`config.mk`:
```
export PLATFORM = sky130hd
export DESIGN_NAME = pipe_hazard_ctrl
export DESIGN_NICKNAME = d
export VERILOG_FILES = /design/src/rtl/pipe_hazard_ctrl.sv
export SDC_FILE = /design/constraint.sdc
export NUM_CORES = 1
export LEC_CHECK = 0
export ABC_AREA = 1
export BUFFER_PORTS_ARGS = -buffer_cell sky130_fd_sc_hd__buf_2
export CAP_MARGIN = 25
export CORE_ASPECT_RATIO = 1.2
export CORE_UTILIZATION = 35
export DETAILED_ROUTE_END_ITERATION = 6
export SYNTH_ARGS = -nofsm -noshare
export SYNTH_HDL_FRONTEND = slang
export SYNTH_SLANG_ARGS = --single-unit
```
`constraint.sdc`:
```
create_clock -name clk -period 1.9 [get_ports clk]
set_input_delay 0.095 -clock clk [delete_from_list [all_inputs] [get_ports clk]]
set_output_delay 0.095 -clock clk [all_outputs]
set_load 0.02 [all_outputs]
```
`src/rtl/pipe_hazard_ctrl.sv`:
```
// rtl/pipe_hazard_ctrl.sv - stall, flush and forwarding control for a five-stage pipeline
// Optional FORWARD_EN macro: load-use-only stalls plus EX operand forwarding from MEM/WB.

module pipe_hazard_ctrl (
  input  logic        clk,
  input  logic        rst,
  input  logic [4:0]  id_rs,
  input  logic [4:0]  id_rt,
  input  logic        id_use_rs,
  input  logic        id_use_rt,
  input  logic        id_wr,
  input  logic [4:0]  id_dst,
  input  logic        id_load,
  input  logic        mem_redirect,
  output logic        pc_en,
  output logic        if_id_en,
  output logic        id_ex_bubble,
  output logic        flush_if_id,
  output logic        flush_id_ex,
  output logic        flush_ex_mem,
  output logic [1:0]  fwd_a,
  output logic [1:0]  fwd_b,
  output logic [15:0] stall_cnt,
  output logic [15:0] flush_cnt
);

  typedef struct packed {
    logic       valid;
    logic [4:0] dst;
    logic       load;
    logic [4:0] rs;
    logic [4:0] rt;
    logic       use_rs;
    logic       use_rt;
  } slot_t;

  slot_t ex_q;
  slot_t mem_q;
  slot_t wb_q;
  slot_t id_slot;
  logic  hazard_rs;
  logic  hazard_rt;
  logic  redirect;
  logic  stall;

  // A slot only produces a register when valid and never for $0.
  function automatic logic writes_reg(input slot_t s, input logic [4:0] r);
    return s.valid && (r != 5'd0) && (s.dst == r);
  endfunction

`ifdef FORWARD_EN
  function automatic logic [1:0] fwd_sel(input logic use_src, input logic [4:0] r,
                                         input slot_t m, input slot_t w);
    logic [1:0] sel;
    sel = 2'b00;
    if (use_src && writes_reg(w, r))
      sel = 2'b10;
    if (use_src && writes_reg(m, r) && !m.load)
      sel = 2'b01;
    return sel;
  endfunction
`endif

  always_comb begin
    id_slot        = '0;
    id_slot.valid  = id_wr && (id_dst != 5'd0);
    id_slot.dst    = id_dst;
    id_slot.load   = id_load;
    id_slot.rs     = id_rs;
    id_slot.rt     = id_rt;
    id_slot.use_rs = id_use_rs;
    id_slot.use_rt = id_use_rt;
  end

  always_comb begin
    hazard_rs = 1'b0;
    hazard_rt = 1'b0;
`ifdef FORWARD_EN
    hazard_rs = id_use_rs && ex_q.load && writes_reg(ex_q, id_rs);
    hazard_rt = id_use_rt && ex_q.load && writes_reg(ex_q, id_rt);
`else
    hazard_rs = id_use_rs && (writes_reg(ex_q, id_rs) || writes_reg(mem_q, id_rs));
    hazard_rt = id_use_rt && (writes_reg(ex_q, id_rt) || writes_reg(mem_q, id_rt));
`endif
  end

  // Redirect wins over stall; reset forces the free-running, no-flush state.
  assign redirect = mem_redirect && !rst;
  assign stall    = (hazard_rs || hazard_rt) && !mem_redirect && !rst;

  assign pc_en        = !stall;
  assign if_id_en     = !stall;
  assign id_ex_bubble = stall;
  assign flush_if_id  = redirect;
  assign flush_id_ex  = redirect;
  assign flush_ex_mem = redirect;

`ifdef FORWARD_EN
  assign fwd_a = rst ? 2'b00 : fwd_sel(ex_q.use_rs, ex_q.rs, mem_q, wb_q);
  assign fwd_b = rst ? 2'b00 : fwd_sel(ex_q.use_rt, ex_q.rt, mem_q, wb_q);
`else
  assign fwd_a = 2'b00;
  assign fwd_b = 2'b00;
`endif

  always_ff @(posedge clk) begin
    if (rst) begin
      ex_q      <= '0;
      mem_q     <= '0;
      wb_q      <= '0;
      stall_cnt <= '0;
      flush_cnt <= '0;
    end else begin
      ex_q  <= (stall || redirect) ? slot_t'('0) : id_slot;
      mem_q <= redirect ? slot_t'('0) : ex_q;
      wb_q  <= mem_q;
      if (stall && (stall_cnt != 16'hFFFF))
        stall_cnt <= stall_cnt + 16'd1;
      if (redirect && (flush_cnt != 16'hFFFF))
        flush_cnt <= flush_cnt + 16'd1;
    end
  end

  // Not every slot field is consumed in every build.
  logic unused_slot_bits;
  assign unused_slot_bits = ^{ex_q, mem_q, wb_q};

endmodule

```
## Word-level counts from Yosys, hierarchy flattened

Index checks and enable logic that the tools add are counted.

| storage, ports and cells | value |
|---|---|
| flip-flop bits (word level) | 44 |
| logic and storage cells | 42 |

| operators by class | value |
|---|---|
| add/subtract/negate cells | 2 |
| reductions and logical operators | 28 |
| equal/unequal tests | 6 |

Operators by type and width:

| kind | number |
|---|---|
| $add A16 B1 Y16 const B | 2 |
| $ne A16 B16 Y1 const B | 2 |
| $eq A5 B5 Y1 | 4 |
| $logic_and A1 B1 Y1 | 16 |
| $reduce_bool A5 Y1 | 3 |
| $logic_or A1 B1 Y1 | 4 |
| $reduce_or A2 Y1 | 2 |
| $logic_not A1 Y1 | 3 |

## Depth between registers and ports, before layout

| depth | value |
|---|---|
| depth in word-level cells | 10 |
| gate-level depth with buffers | 12 |
| gate-level depth less buffers | 12 |

## Least setup slack after synthesis

No wires, ideal clock.

| timing | value |
|---|---|
| path kind | register -> register |
| start | reg stall_cnt[1] |
| end | reg stall_cnt[4] |
| clock period less this slack | 1.761 ns |
| setup slack | 0.139 ns |
| setup time | 0.070 ns |
| stages on the path, launching flop included | 11 |
| data arrival time | 1.691 ns |
| buffers on the path | 1 |
| required time | 1.830 ns |
| cell sequence | dfxtp_1 > ha_1 > nand2_1 > nor2_4 > nand2_2 > nor2_4 > nand3_4 > nand3_4 > buf_6 > nand2_1 > a21oi_1 |

| on the way | value |
|---|---|
| longest elaborated chain between the ends | 2 |

Ends and longest elaborated chain:

| item | line | RTL |
|---|---|---|
| start, declared | 23 | `output logic [15:0] stall_cnt,` |
| start signal, assigned | 118 | `stall_cnt <= stall_cnt + 16'd1;` |
| parallel branches: the longest is 2 deep, another holds $add A16 B1 Y16 | - |  |

Parallel ways; which one is timed is not known.
A chain may end at the register's enable or synchronous reset.

## Final worst setup path

| timing | value |
|---|---|
| start | reg flush_cnt[1] |
| end | reg flush_cnt[0] |

| on the way | value |
|---|---|
| longest elaborated chain between the ends | 2 |

Ends and longest elaborated chain:

| item | line | RTL |
|---|---|---|
| start, declared | 24 | `output logic [15:0] flush_cnt` |
| start signal, assigned | 120 | `flush_cnt <= flush_cnt + 16'd1;` |
| $ne A16 B16 Y1 | 119 | `if (redirect && (flush_cnt != 16'hFFFF))` |
| $logic_and A1 B1 Y1 | 119 |  |

No other way between the ends.

==> out/results.txt <==
FF+latch count, synth = 44
Final Setup Violations = 0
Fin nets = 508
Top cells by count, synth = nand2_1, nor2_1, inv_1
Synth async-reset ratio = 0%
Critical Path Start Type = register
Synth cell types = 32
Final GP Congestion = 0.876
Top-area cell type share of the netlist area = 33.7%
CTS tree = built
Drt first pass iters = 4
Antenna viol nets, final = 0
# port buffers = 58
Yosys warning total = 0
Die H = 96.7 um
Met3 usage = 3.21%
Dominant cells by area after synthesis = dfxtp_1, nand2_1, nor2_1
Final period util = 90.7%
Drt total wl = 6.36 mm
Worst-Skew Late Latency = 290 ps
Fmax = 581 MHz
Number of synthesized flops with an enable pin = 0
Sequential cell area = 881 um2
M1 GR Usage = 20.1%
Worst reg2reg path depth = 9
Hold Crit Class = input port to register
Die width = 80.9 um
RSZ-0062 raised after global routing = no
Crit-path max FO = 9
Slew Viols, Final = 0
Starting density of the core = 36.2%
Number of buffers created by CTS = 5
Post-route cell area = 3140 um2
Placed inst area = 3030 um2
Routed vias/inst = 4.72
Fillers = 799
Avg Inst Size Synth = 6.30 um2
Seq/Total Area, Yosys = 33.7%
Main synth FF type = dfxtp_1
Avg WL per Cell = 11.1 um
Global-route wire length before repair = 10.9 mm
Mapped Area = 2620 um2
Detailed router's first-iteration violation count = 104
Clock buffer depth = 2
Clock-pin slew on the worst setup and hold paths = 80 ps
N_diodes = 0
Max-Cap Viols = 0
Post-layout util = 43.4%
Leak Pwr = 1.41 nW
Worst r2r dst = flush_cnt[0]
Detailed-route DRC error count = 0
Max VDD drop = 0.000278 V
Cells after synthesis = 415
Area growth from synthesis to layout = 20.0%
HPWL after detailed placement = 4.97 mm
Yosys top cell by area = dfxtp_1
Hold_buf cts = 0
Clock skew = 12.4 ps
Vias = 2700
PwrDens = 522 nW/um2
Worst Min Path Start = id_dst[1]
FP Rows = 34
Fin. Hold Viols = 0
Setup TNS = 0 ps
Share of cells above drive strength 1 = 19.9%
Data required, critical path = 2090 ps
Hold depth = 3
Status = completed
Worst reg2reg path startpoint = flush_cnt[1]
Largest net degree at the start of global routing = 21
Area of the multi-input gates = 1450 um2
Crit path arrival time = 1910 ps
Clock sink count = 44
Gr usage total = 17.4%
Initial antenna violation count = 0
Setup Crit Path Kind = register to register
WHS Endpoint = ex_q[14]
GRT overflow = 0
GR peak layer = met2
Most common cell in the netlist = nand2_1
H-tree level count = 2
Global routing usage on met2 = 31.4%
Die area = 7820 um2
Clk root buf = clkbuf_8
R2R Setup Slk = 180 ps
Core area = 7230 um2
IO Count = 64
Vias in the first global route = 2500
Crit path time final = 1720 ps
CP Capture Type = register
## flip-flops by register name, summed over array words and instances, names as in the netlist
name,flops
stall_cnt,16
flush_cnt,16
mem_q,6
ex_q,6
## area by class of cell
type	instances	area share (%)
multi-input combinational	302	46.2
sequential	44	28.1
clock buffer	5	2.19
inverter	57	6.82
tap	90	3.59
timing repair buffer	74	13.1
## routing by layer
metal  wire length, um  vias up
li1                  -     1442
met1              2840     1218
met2              3300       38
met3               179        2
met4                36        0
met5                 0        -
## layout by cell type (no fill, tap or decap), drive strengths merged
master,Yosys,final
nand2,125,125
buf,11,74
nor2,59,59
inv,57,57
dfxtp,44,44
a21oi,25,25
nand3,22,22
nand4,21,21
o21ai,11,11
nor3,11,11
xor2,10,10
clkbuf,4,5
conb,1,4
xnor2,3,3
ha,2,2
a31oi,1,1
o21a,1,1
nor3b,1,1
o21bai,1,1
o311a,1,1
nand3b,1,1
and2,1,1
nor4,1,1
o31ai,1,1
## cell families after synthesis
kind of cell	after synthesis	share of synthesized area, %
simple gates	242	40.7
buf+inv	72	11.8
flops	44	33.7
compound gates	41	8.37
xor+xnor	13	4.35
fa+ha+maj	2	0.957
other cells	1	0.143
## critical path: stages (launching register included)
cell and delay, ps:
dfxtp_1 370, ha_1 210, nand3_1 110, nor2_1 130, nand3_1 80, nand2_1 210
buf_4 210, inv_1 90, o21ai_0 150, a21oi_1 50
## worst max path at each step
stage,from,slack [ps],to
3_3_place_gp,flush_cnt[1],90,flush_cnt[10]
3_5_place_dp,flush_cnt[1],40,flush_cnt[10]
6_report,flush_cnt[1],180,flush_cnt[0]
5_1_grt,stall_cnt[0],1,stall_cnt[4]
4_1_cts,flush_cnt[1],30,flush_cnt[10]
2_1_floorplan,stall_cnt[1],140,stall_cnt[4]
## power breakdown
part	internal (mW)	total, mW	switching [mW]
clock network	0.238	0.535	0.297
registers	0.932	0.939	0.00727
logic	0.0563	0.164	0.107
total	1.23	1.64	0.412
## through the flow
stage	cells	hold slack, ps	power [mW]	setup WS, ps
after floorplan	418	207	1.07	139
after CTS	569	20.4	1.67	25.9
after detailed placement	564	330	1.12	36.9
after global placement	564	331	1.12	92.3
final	572	34.4	1.64	177
after global routing	572	18.6	1.73	1.30
## what timing repair did
item / CTS / global route
setup endpoints to repair: 0 / 14
gates resized for setup: 0 / 3
setup buffers: 0 / 3
Note: power is estimated with default switching activity, not from simulation.
